`config.mk`:
```
export PLATFORM = sky130hd
export DESIGN_NAME = circuit5_seq
export DESIGN_NICKNAME = d
export VERILOG_FILES = /design/src/rtl/circuit5_seq.sv
export SDC_FILE = /design/constraint.sdc
export NUM_CORES = 1
export LEC_CHECK = 0
export ABC_AREA = 1
export CAP_MARGIN = 0
export CELL_PAD_IN_SITES_DETAIL_PLACEMENT = 1
export CELL_PAD_IN_SITES_GLOBAL_PLACEMENT = 2
export CORE_ASPECT_RATIO = 0.5
export CORE_MARGIN = 2
export CORE_UTILIZATION = 25
export DETAILED_ROUTE_END_ITERATION = 10
export PLACE_DENSITY = 0.66
export SLEW_MARGIN = 10
export SYNTH_ARGS = -nofsm -noshare
export SYNTH_HDL_FRONTEND = slang
export SYNTH_SLANG_ARGS = --single-unit
```
`constraint.sdc`:
```
create_clock -name Clk -period 48 [get_ports Clk]
set_input_delay 9.6 -clock Clk [delete_from_list [all_inputs] [get_ports Clk]]
set_output_delay 9.6 -clock Clk [all_outputs]
set_load 0.02 [all_outputs]
```
`src/rtl/circuit5_seq.sv`:
```
`timescale 1ns/1ps
`default_nettype none
// ============================================================================
//  Module      : circuit5_seq
//  Description : Multi-cycle form of the circuit5 datapath.
//                  z = ((a % b) == zero) ? (a / b) : (c / d)
//                One radix-2 restoring divider is shared by both divisions and
//                produces one quotient bit per clock. c / d is evaluated only
//                when the a % b test fails.
//
//  Parameters  : DATAWIDTH  width of a, b, c, d, zero and z (unsigned, >= 2)
//
//  Ports       : Clk                clock, rising edge
//                Rst                asynchronous, active-high reset
//                start              request, sampled only while not busy
//                a, b, c, d, zero   operands, captured on the accepting edge
//                busy               operation in flight
//                done               one-cycle pulse, z/dz valid
//                z                  selected quotient, held until next done
//                dz                 selected quotient came from a zero divisor
//
//  Revision    : 1.0  initial release
// ============================================================================
module circuit5_seq #(
    parameter int DATAWIDTH = 64
) (
    input  logic                 Clk,
    input  logic                 Rst,
    input  logic                 start,
    input  logic [DATAWIDTH-1:0] a,
    input  logic [DATAWIDTH-1:0] b,
    input  logic [DATAWIDTH-1:0] c,
    input  logic [DATAWIDTH-1:0] d,
    input  logic [DATAWIDTH-1:0] zero,
    output logic                 busy,
    output logic                 done,
    output logic [DATAWIDTH-1:0] z,
    output logic                 dz
);

    // Counter must be able to hold DATAWIDTH itself (see DIV_CD below).
    localparam int c_CNT_W = $clog2(DATAWIDTH + 1);

    localparam logic [c_CNT_W-1:0] c_CNT_LAST = c_CNT_W'(DATAWIDTH - 1);
    localparam logic [c_CNT_W-1:0] c_CNT_FULL = c_CNT_W'(DATAWIDTH);

    localparam logic [2:0] c_ST_IDLE   = 3'd0;
    localparam logic [2:0] c_ST_DIV_AB = 3'd1;
    localparam logic [2:0] c_ST_CHK    = 3'd2;
    localparam logic [2:0] c_ST_DIV_CD = 3'd3;
    localparam logic [2:0] c_ST_DONE   = 3'd4;

    // ------------------------------------------------------------------
    // State and datapath registers
    // ------------------------------------------------------------------
    logic [2:0]           r_state;
    logic [DATAWIDTH-1:0] r_dividend;   // shifts out dividend, shifts in quotient
    logic [DATAWIDTH-1:0] r_divisor;
    logic [DATAWIDTH:0]   r_rem;        // one spare bit keeps the compare exact
    logic [c_CNT_W-1:0]   r_cnt;
    logic [DATAWIDTH-1:0] r_opC;
    logic [DATAWIDTH-1:0] r_opD;
    logic [DATAWIDTH-1:0] r_zero;
    logic [DATAWIDTH-1:0] r_z;
    logic                 r_dz;

    logic [2:0]           w_stateNext;
    logic [DATAWIDTH-1:0] w_dividendNext;
    logic [DATAWIDTH-1:0] w_divisorNext;
    logic [DATAWIDTH:0]   w_remNext;
    logic [c_CNT_W-1:0]   w_cntNext;
    logic [DATAWIDTH-1:0] w_opCNext;
    logic [DATAWIDTH-1:0] w_opDNext;
    logic [DATAWIDTH-1:0] w_zeroNext;
    logic [DATAWIDTH-1:0] w_zNext;
    logic                 w_dzNext;

    // ------------------------------------------------------------------
    // One restoring-division step
    // ------------------------------------------------------------------
    // Before a step the remainder is below the divisor, so it fits in
    // DATAWIDTH bits; after shifting in the next dividend bit it needs
    // DATAWIDTH+1 bits, which is why the compare is done at that width.
    // A zero divisor makes every step "fit": the quotient becomes all ones
    // and the remainder ends equal to the dividend, with no special casing.
    logic [DATAWIDTH:0]   w_shifted;
    logic                 w_fits;
    logic [DATAWIDTH:0]   w_remStep;
    logic [DATAWIDTH-1:0] w_quotStep;
    logic                 w_accept;

    assign w_shifted  = {r_rem[DATAWIDTH-1:0], r_dividend[DATAWIDTH-1]};
    assign w_fits     = (w_shifted >= {1'b0, r_divisor});
    assign w_remStep  = w_fits ? (w_shifted - {1'b0, r_divisor}) : w_shifted;
    assign w_quotStep = {r_dividend[DATAWIDTH-2:0], w_fits};

    // A new request may be taken in IDLE or in the DONE cycle, which allows
    // back-to-back operations without an idle gap.
    assign w_accept = start && ((r_state == c_ST_IDLE) || (r_state == c_ST_DONE));

    // ------------------------------------------------------------------
    // Next-state and datapath control
    // ------------------------------------------------------------------
    always_comb begin
        w_stateNext    = r_state;
        w_dividendNext = r_dividend;
        w_divisorNext  = r_divisor;
        w_remNext      = r_rem;
        w_cntNext      = r_cnt;
        w_opCNext      = r_opC;
        w_opDNext      = r_opD;
        w_zeroNext     = r_zero;
        w_zNext        = r_z;
        w_dzNext       = r_dz;

        case (r_state)
            c_ST_IDLE, c_ST_DONE: begin
                w_stateNext = c_ST_IDLE;
                if (w_accept) begin
                    w_dividendNext = a;
                    w_divisorNext  = b;
                    w_remNext      = '0;
                    w_cntNext      = c_CNT_LAST;
                    w_opCNext      = c;
                    w_opDNext      = d;
                    w_zeroNext     = zero;
                    w_stateNext    = c_ST_DIV_AB;
                end
            end

            c_ST_DIV_AB: begin
                w_dividendNext = w_quotStep;
                w_remNext      = w_remStep;
                w_cntNext      = r_cnt - 1'b1;
                if (r_cnt == '0) begin
                    w_stateNext = c_ST_CHK;
                end
            end

            c_ST_CHK: begin
                // Bit DATAWIDTH of the remainder is always 0 after a step.
                if (r_rem == {1'b0, r_zero}) begin
                    w_zNext     = r_dividend;
                    w_dzNext    = (r_divisor == '0);
                    w_stateNext = c_ST_DONE;
                end else begin
                    w_dividendNext = r_opC;
                    w_divisorNext  = r_opD;
                    w_remNext      = '0;
                    w_cntNext      = c_CNT_FULL;
                    w_stateNext    = c_ST_DIV_CD;
                end
            end

            c_ST_DIV_CD: begin
                // DATAWIDTH shift edges while the count is non-zero, then one
                // result-write edge, mirroring the CHK edge of the fast path.
                if (r_cnt == '0) begin
                    w_zNext     = r_dividend;
                    w_dzNext    = (r_divisor == '0);
                    w_stateNext = c_ST_DONE;
                end else begin
                    w_dividendNext = w_quotStep;
                    w_remNext      = w_remStep;
                    w_cntNext      = r_cnt - 1'b1;
                end
            end

            default: begin
                w_stateNext = c_ST_IDLE;
            end
        endcase
    end

    // ------------------------------------------------------------------
    // Registers
    // ------------------------------------------------------------------
    always_ff @(posedge Clk or posedge Rst) begin
        if (Rst) begin
            r_state    <= c_ST_IDLE;
            r_dividend <= '0;
            r_divisor  <= '0;
            r_rem      <= '0;
            r_cnt      <= '0;
            r_opC      <= '0;
            r_opD      <= '0;
            r_zero     <= '0;
            r_z        <= '0;
            r_dz       <= 1'b0;
        end else begin
            r_state    <= w_stateNext;
            r_dividend <= w_dividendNext;
            r_divisor  <= w_divisorNext;
            r_rem      <= w_remNext;
            r_cnt      <= w_cntNext;
            r_opC      <= w_opCNext;
            r_opD      <= w_opDNext;
            r_zero     <= w_zeroNext;
            r_z        <= w_zNext;
            r_dz       <= w_dzNext;
        end
    end

    // ------------------------------------------------------------------
    // Outputs
    // ------------------------------------------------------------------
    assign busy = (r_state != c_ST_IDLE) && (r_state != c_ST_DONE);
    assign done = (r_state == c_ST_DONE);
    assign z    = r_z;
    assign dz   = r_dz;

endmodule
`default_nettype wire

```
==> results of run 1 <==
## per-stage QoR
stage / cells / power (mW) / util / area, µm²
3_5_place_dp: 5427 / 0.434 / 0.301 / 32400
6_report: 5528 / 0.881 / 0.319 / 34400
5_1_grt: 5525 / 0.916 / 0.319 / 34400
4_1_cts: 5519 / 0.900 / 0.319 / 34300
3_3_place_gp: 5427 / 0.434 / 0.301 / 32400
2_1_floorplan: 3719 / 0.402 / - / 27200
## worst max path at each step
stage | from | to | slack [ns] | cells after the start
4_1_cts | start | r_rem[24] | 35.80 | 9
6_report | start | r_rem[24] | 35.81 | 9
2_1_floorplan | Rst | dz | 25.57 | 1
3_5_place_dp | start | r_rem[49] | 35.10 | 9
3_3_place_gp | start | r_rem[26] | 35.19 | 9
5_1_grt | start | r_rem[20] | 35.51 | 9
## report_power, final
group / total, mW / internal (mW) / switching [mW]
sequential: 0.388 / 0.388 / 0
combinational: 0.0381 / 0.0241 / 0.0140
clock: 0.455 / 0.268 / 0.187
## cell families after synthesis
| group | after synthesis | synth area share |
|---|---|---|
| adder cells (fa/ha/maj) | 67 | 0.0311 |
| XOR/XNOR | 51 | 0.0164 |
| AO/OA/AOI/OAI | 457 | 0.0898 |
| multiplexers | 165 | 0.0654 |
| flip-flops | 460 | 0.423 |
| AND/OR/NAND/NOR | 1761 | 0.262 |
| buffers and inverters | 758 | 0.112 |
## worst reg2reg max path, delay by kind of cell (launching register included)
kind / cells / cell delay, ns
buffers and inverters: 3 / 1.31
DFF: 1 / 0.43
and+or+nand+nor: 12 / 2.64
## final cells by class
cell class                 instances  area, µm²
antenna                            9       22.5
clock buffer                      68       1420
clock inverter                    24        475
fill                           13100      73400
inverter                         621       2340
multi-input combinational       2501      12700
sequential                       460      11500
tap                             1435       1800
timing repair buffer             410       4090
## per-layer routing
metal / global-route usage / vias to the layer above
li1: - / 12300
met1: 0.260 / 12000
met2: 0.300 / 301
met3: 0.0339 / 95
met4: 0.0375 / 12
met5: 0 / -
## flip-flops by register name (all words and copies together) (netlist names)
register    cells
dz              1
r_cnt           7
r_state         3
r_opC          64
r_zero         64
z              64
r_rem          65
r_dividend     64
r_divisor      64
r_opD          64
## synthesized netlist by cell type, types with 2 or more instances
cell type,n
inv_1,607
xnor2_1,41
mux2_2,101
nand2_1,1227
nor2_1,254
o22ai_1,26
o21ai_0,191
and3_1,2
mux2i_1,64
or2_2,2
nand3_1,172
nand3_2,3
nand3b_1,28
dfrtp_1,460
xor2_1,10
o21ai_1,27
inv_2,14
a21oi_1,172
clkbuf_1,51
buf_6,14
a22oi_1,23
buf_4,7
nor2_2,5
buf_2,55
nor4_1,20
nand2_2,6
ha_1,66
nand4_1,18
nor3_1,18
buf_1,10
a221oi_1,13
and2_1,4
==> impl_metrics.yaml, run 1 <==
outcome:
  status: "finished clean"
synth:
  yosys.area.top_type: "dfrtp_1"
  ys_warn_count: 0
  synthesis.nets: 4109
  ys_seq_area_frac: 0.423
  netlist-cell-type-count: 40
  synthCells: 3719
  netlist.area_leader.share: 0.423
  postSynth.asyncResetShare: 1.00
  synth_flop_cell: "dfrtp_1"
  syn_area_per_cell_um2: 7.31
  ys_seq_elements: 460
  syn-cell-area_um2: 27200
  synth_edf_count: 0
  yosys-top-cells-area: "dfrtp_1, nand2_1, inv_1, mux2_2, o21ai_0"
critical_path:
  startpoint_type: "input port"
  worstPathBufferInverterCount: 3
  cp_common_cell: "buf_4"
  path_class: "in2reg"
  cp_max_fo: 81
  critPathRequiredTime_ns: 48.57
  reg2reg_slack_ns: 43.51
  r2r-start: "r_rem[38]"
  worst_setup_path_end_kind: "flip-flop"
  crit_family: "buffers and inverters"
  timing.rr.end: "r_rem[24]"
  crit_path_top_delay_cell: "buf_4"
  r2r.worst_path.cells: 15
  cp_cell_sequence: "clkdlybuf4s50_1 -> o21ai_0 -> a21oi_1 -> nand2_4 -> buf_4 -> nor2_4 -> buf_4 -> nand3_1 -> nand2_1"
  arrival_ns: 12.75
  cp_slowest_stage_delay_ns: 0.68
grt:
  grt_usage: 0.186
  grt-ovfl-total: 0
  grt_pass1_wl_um: 160000
  antenna_found_initial: 17
  grt_max_degree: 171
  grt_pass1_vias: 26200
timing:
  fin_crit_ns: 12.19
  slew_headroom: 0.313
  worst_pin_slew_ns: 1.03
  final.setup.worst_slack_ns: 35.81
  timing.fmax_ghz: 0.0821
  hold_viol: 0
  grt_setup_unrepaired: "false"
  drv_slew: 0
  setup_tns_ns: 0
  finalCritPeriodShare: 0.254
  skew_ns: 0.0322
  finalSetupViolCount: 0
  hold-worst-slack_ns: 0.475
hold_path:
  hold_depth: 2
  hold_end: "z[12]"
  hold_path.startpoint: "z[12]"
  hold_class: "reg2reg"
power_and_ir_drop:
  leakage_nw: 17.7
  powerDensity_nw_per_um2: 25.6
  irDropWorstVdd_mv: 0.0253
route:
  first_pass_iters: 7
  antenna_left: 0
  drcViolationCount: 0
  routed.top_layer: "met5"
  via_count: 24600
  met3WireLength_um: 4420
  wl_per_cell_um: 18.9
  totalWireLength_um: 104000
  dr_wl_met2_um: 47300
  wl_met1_um: 50900
  drtIter0Drc: 1237
  routed_via_density: 4.45
clock_network:
  post_cts_resized: 0
  cts_buffers: 49
  clk_path_buf_depth: 3
  cts_tree: "yes"
  path_clk_slew_ns: 0.07
  hold_buffers: 0
  root_buffer: "clkbuf_16"
  clk-insertion-delay-late_ns: 0.65
  cts.sinks: 460
  cts_setup_buffers: 0
  cts.htree.levels: 2
placement:
  place_worst_setup_slack_ns: 35.10
  numPortBuffers: 389
  dp_hpwl_um: 77900
  place.gp.congestion: 0.875
cells_and_area:
  fin_nets: 4433
  drive_gt1_frac: 0.0610
  syn_to_final_growth_pct: 26.3
  mostFrequentLayoutCell: "nand2_1"
  final_cell_mix: "nand2_1, inv_1, dfrtp_1"
floorplanning:
  start_util: 0.252
  dieArea_um2: 112000
  ios: 390
  rows: 85
  die_x_um: 470
  die_height_um: 237
  core_area_um2: 108000
run:
  maxCapViolations: 0
No activity file was read; power rests on OpenSTA's default activity.
==> run 2, diff against run 1 <==
--- a/config.mk
+++ b/config.mk
@@ -13,7 +13,7 @@
 export CORE_MARGIN = 2
 export CORE_UTILIZATION = 25
 export DETAILED_ROUTE_END_ITERATION = 10
-export PLACE_DENSITY = 0.66
+export PLACE_DENSITY = 0.68
 export SLEW_MARGIN = 10
 export SYNTH_ARGS = -nofsm -noshare
 export SYNTH_HDL_FRONTEND = slang
==> constraint.sdc (replaced) <==
create_clock -name Clk -period 9.8 [get_ports Clk]
set_input_delay 1.96 -clock Clk [delete_from_list [all_inputs] [get_ports Clk]]
set_output_delay 1.96 -clock Clk [all_outputs]
set_load 0.02 [all_outputs]
==> impl_metrics.yaml, run 2 (same netlist as run 1, synthesis figures left out) <==
outcome:
  status: "finished clean"
power_and_ir_drop:
  p_sw_uw: 966
  seq_power_share: 0.449
  irDropWorstVdd_mv: 0.107
  power_frac_clock: 0.506
  leakage_nw: 17.6
  internal_power_mw: 3.26
  power_frac_comb: 0.045
  switching_share: 0.228
  powerDensity_nw_per_um2: 123
critical_path:
  cp_max_fo: 80
  r2r-start: "r_rem[37]"
  critPathRequiredTime_ns: 10.35
  reg2reg_slack_ns: 4.95
  path_class: "reg2reg"
  crit_start: "r_rem[37]"
  startpoint_type: "flip-flop"
  arrival_ns: 5.40
  worst_setup_path_end_kind: "flip-flop"
route:
  totalWireLength_um: 104000
  routed_via_density: 4.49
  via_count: 24800
  first_pass_iters: 7
  antenna_left: 0
  wl_per_cell_um: 18.8
  drcViolationCount: 0
  drtIter0Drc: 1279
timing:
  grt_setup_unrepaired: "false"
  hold-worst-slack_ns: 0.476
  finalCritPeriodShare: 0.495
  skew_ns: 0.0203
  setup_tns_ns: 0
  slew_headroom: 0.251
  hold_viol: 0
  drv_slew: 0
  finalSetupViolCount: 0
  timing.fmax_ghz: 0.206
  final.setup.worst_slack_ns: 4.95
  worst_pin_slew_ns: 1.12
  fin_crit_ns: 4.85
cells_and_area:
  mostFrequentLayoutCell: "nand2_1"
  drive_gt1_frac: 0.0601
  fin_area_um2: 34300
  fin_nets: 4431
  top_register: "r_rem"
  ff_latch_area_um2: 11500
  multi_input_area_um2: 12700
  fillers: 13100
  largest_reg_flops: 65
  final_cell_mix: "nand2_1, inv_1, dfrtp_1"
  syn_to_final_growth_pct: 26.0
hold_path:
  hold_class: "reg2reg"
  hold_path.startpoint: "z[29]"
run:
  maxCapViolations: 0
floorplanning:
  die_x_um: 470
  start_util: 0.252
  core_area_um2: 108000
  die_height_um: 237
  rows: 85
  ios: 390
  dieArea_um2: 112000
clock_network:
  path_clk_slew_ns: 0.06
  post_cts_resized: 0
  root_buffer: "clkbuf_16"
  cts.sinks: 460
  cts_buffers: 49
  cts_tree: "yes"
  clk-insertion-delay-late_ns: 0.65
  hold_buffers: 0
  cts.htree.levels: 2
  cts_setup_buffers: 0
  clk_path_buf_depth: 3
grt:
  grt_usage: 0.185
  antenna_found_initial: 7
  grt-ovfl-total: 0
  grt_pass1_wl_um: 160000
  grt_max_degree: 167
  grt_pass1_vias: 26000
placement:
  placed_area_um2: 32400
  place_worst_setup_slack_ns: 4.25
  place.gp.congestion: 0.893
  dp_hpwl_um: 77900
  numPortBuffers: 389
## run 2: stage by stage
step                      instances  power [mW]  utilization
after global placement         5425        2.13        0.301
after detailed placement       5425        2.13        0.301
after CTS                      5514        4.31        0.318
after floorplan                3719        1.97            -
after global routing           5517        4.40        0.318
final                          5517        4.23        0.318
## run 2: area by class of cell
class / count / area share
multi-input cells: 2501 / 0.371
flip-flops and latches: 460 / 0.336
repair buffers: 408 / 0.119
inverters: 621 / 0.0682
well taps: 1435 / 0.0524
clock buffers: 72 / 0.0433
clock inverters: 17 / 0.00990
diodes: 3 / 0.000219
## run 2: per-layer routing
metal  global-route usage  part of all wire
met5                    0           0.00044
met4               0.0407             0.019
met3               0.0310             0.043
met2                0.296              0.45
met1                0.260              0.49
## run 2: worst paths after layout
kind	to	cells after the start
setup / recovery	r_dividend[30]	13
hold / removal	z[29]	2
setup reg to reg	r_dividend[30]	13
hold reg to reg	z[29]	2
max in group asynchronous	r_zero[37]	4
min in group asynchronous	z[48]	3
## run 2: power by group through the flow
stage          logic (mW)  registers, mW  clock network, mW
3_3_place_gp        0.192           1.93                  0
6_report            0.188           1.90               2.14
3_5_place_dp        0.194           1.93                  0
4_1_cts             0.195           1.90               2.21
2_1_floorplan      0.0348           1.94                  0
5_1_grt             0.206           1.90               2.29
## run 2: worst max-delay path, stage by stage (launching register included)
cell	delay (ns)
dfrtp_1	0.41
inv_1	0.08
nand2_1	0.07
nand2_1	0.05
nor2_1	0.14
nand2_1	0.08
nor2_1	0.23
nand3b_1	0.21
nor2_1	0.48
nand3_2	0.34
nand2_4	0.69
buf_4	0.79
inv_2	0.68
o21ai_0	0.38
==> run 3, diff against run 2 <==
==> constraint.sdc (replaced) <==
create_clock -name Clk -period 4.15 [get_ports Clk]
set_input_delay 0.83 -clock Clk [delete_from_list [all_inputs] [get_ports Clk]]
set_output_delay 0.83 -clock Clk [all_outputs]
set_load 0.02 [all_outputs]
==> impl_metrics.yaml, run 3 (same netlist as run 1, synthesis figures left out) <==
timing:
  final.setup.worst_slack_ns: 0.660
  finalSetupViolCount: 0
  slew_headroom: 0.338
  worst_pin_slew_ns: 0.965
  skew_ns: 0.0416
  setup_tns_ns: 0
  finalCritPeriodShare: 0.841
  hold-worst-slack_ns: 0.475
  fin_crit_ns: 3.49
  timing.fmax_ghz: 0.287
  grt_setup_unrepaired: "false"
  hold_viol: 0
  drv_slew: 0
critical_path:
  arrival_ns: 4.02
  cp_cell_sequence: "inv_1 -> nand2_1 -> nand2_1 -> nor2_1 -> nand2_1 -> nor2_1 -> nand3b_1 -> nor2_1 -> nand3_2 -> nand2_4 -> buf_4 -> nor2_4 -> buf_4 -> nand3_1 -> nand2_1"
  crit_path_top_delay_cell: "dfrtp_1"
  critPathRequiredTime_ns: 4.68
  cp_max_fo: 65
  worst_setup_path_end_kind: "flip-flop"
  cp_slowest_stage_delay_ns: 0.41
  path_class: "reg2reg"
  crit_family: "simple AND/OR/NAND/NOR gates"
  cp_common_cell: "nand2_1"
  worstPathBufferInverterCount: 3
  startpoint_type: "flip-flop"
cells_and_area:
  final_cell_mix: "nand2_1, inv_1, dfrtp_1"
  top_register: "r_rem"
  fin_area_um2: 34400
  drive_gt1_frac: 0.0653
  mostFrequentLayoutCell: "nand2_1"
  largest_reg_flops: 65
  ff_latch_area_um2: 11500
  fin_nets: 4457
  fin_util: 0.320
  fillers: 13100
  final_cell_count_no_fill: 5541
  syn_to_final_growth_pct: 26.6
  multi_input_area_um2: 12700
route:
  drtIter0Drc: 1440
  dr_wl_met2_um: 48700
  drcViolationCount: 0
  wl_per_cell_um: 19.2
  first_pass_iters: 5
  routed.top_layer: "met5"
  totalWireLength_um: 106000
  routed_via_density: 4.50
  met3WireLength_um: 4190
  wl_met1_um: 51500
  via_count: 24900
  antenna_left: 0
hold_path:
  hold_class: "reg2reg"
power_and_ir_drop:
  leakage_nw: 17.7
  irDropWorstVdd_mv: 0.269
  internal_power_mw: 7.50
  power_frac_comb: 0.049
  power_mw: 9.78
  p_sw_mw: 2.28
  switching_share: 0.233
  seq_power_share: 0.458
  power_frac_clock: 0.493
  powerDensity_nw_per_um2: 284
placement:
  dp_hpwl_um: 81900
  place_worst_setup_slack_ns: 0.656
  dp_cells: 5451
  numPortBuffers: 389
  place.gp.congestion: 0.886
  placed_area_um2: 32700
clock_network:
  path_clk_slew_ns: 0.07
  hold_buffers: 0
  cts.sinks: 460
  post_cts_resized: 0
  root_buffer: "clkbuf_16"
  clk-insertion-delay-late_ns: 0.66
  clk_path_buf_depth: 3
  cts_tree: "yes"
  cts_setup_buffers: 0
  cts_buffers: 49
  cts.htree.levels: 2
floorplanning:
  ios: 390
  die_height_um: 237
  core_area_um2: 108000
  rows: 85
  die_x_um: 470
  dieArea_um2: 112000
  start_util: 0.252
grt:
  grt_max_degree: 121
  grt-ovfl-total: 0
  grt_pass1_vias: 26400
  grt_usage: 0.190
  antenna_found_initial: 9
  grt_pass1_wl_um: 163000
outcome:
  status: "finished clean"
run:
  maxCapViolations: 0
[run 3: final cells by class]
type                            count  share of cell area
Antenna cell                        3            0.000218
Clock buffer                       65              0.0400
Clock inverter                     22             0.00981
Inverter                          621              0.0679
Multi-Input combinational cell   2501               0.369
Sequential cell                   460               0.334
Tap cell                         1435              0.0522
Timing Repair Buffer              434               0.127
[run 3: worst register-to-register path: stages, from the launching register on]
cell and delay [ns]:
dfrtp_1 0.41, inv_1 0.09, nand2_1 0.06, nand2_1 0.06
nor2_1 0.16, nand2_1 0.07, nor2_1 0.32, nand3b_1 0.21
nor2_1 0.41, nand3_2 0.24, nand2_4 0.14, buf_4 0.41
nor2_4 0.03, buf_4 0.40, nand3_1 0.28, nand2_1 0.08
[run 3: routing by layer]
layer  track usage  vias to the layer above
met1         0.265                    12200
met2         0.309                      318
li1              -                    12300
met5             0                        -
met4        0.0382                        4
met3        0.0317                       95
[run 3: path summary, 6_finish.rpt]
check / from / endpoint / slack (ns) / depth (start not counted)
setup / recovery: r_rem[44] / r_rem[42] / 0.66 / 15
hold / removal: z[46] / z[46] / 0.48 / 2
setup reg to reg: r_rem[44] / r_rem[42] / 0.66 / 15
hold reg to reg: z[46] / z[46] / 0.48 / 2
max in group asynchronous: Rst / r_divisor[31] / 2.43 / 3
min in group asynchronous: Rst / r_rem[3] / 0.71 / 2
[run 3: power by group through the flow]
stage	clock network [mW]	logic, mW	registers [mW]
2_1_floorplan	0	0.0821	4.57
3_3_place_gp	0	0.491	4.57
3_5_place_dp	0	0.493	4.57
4_1_cts	5.02	0.495	4.48
5_1_grt	5.20	0.520	4.48
6_report	4.82	0.477	4.48
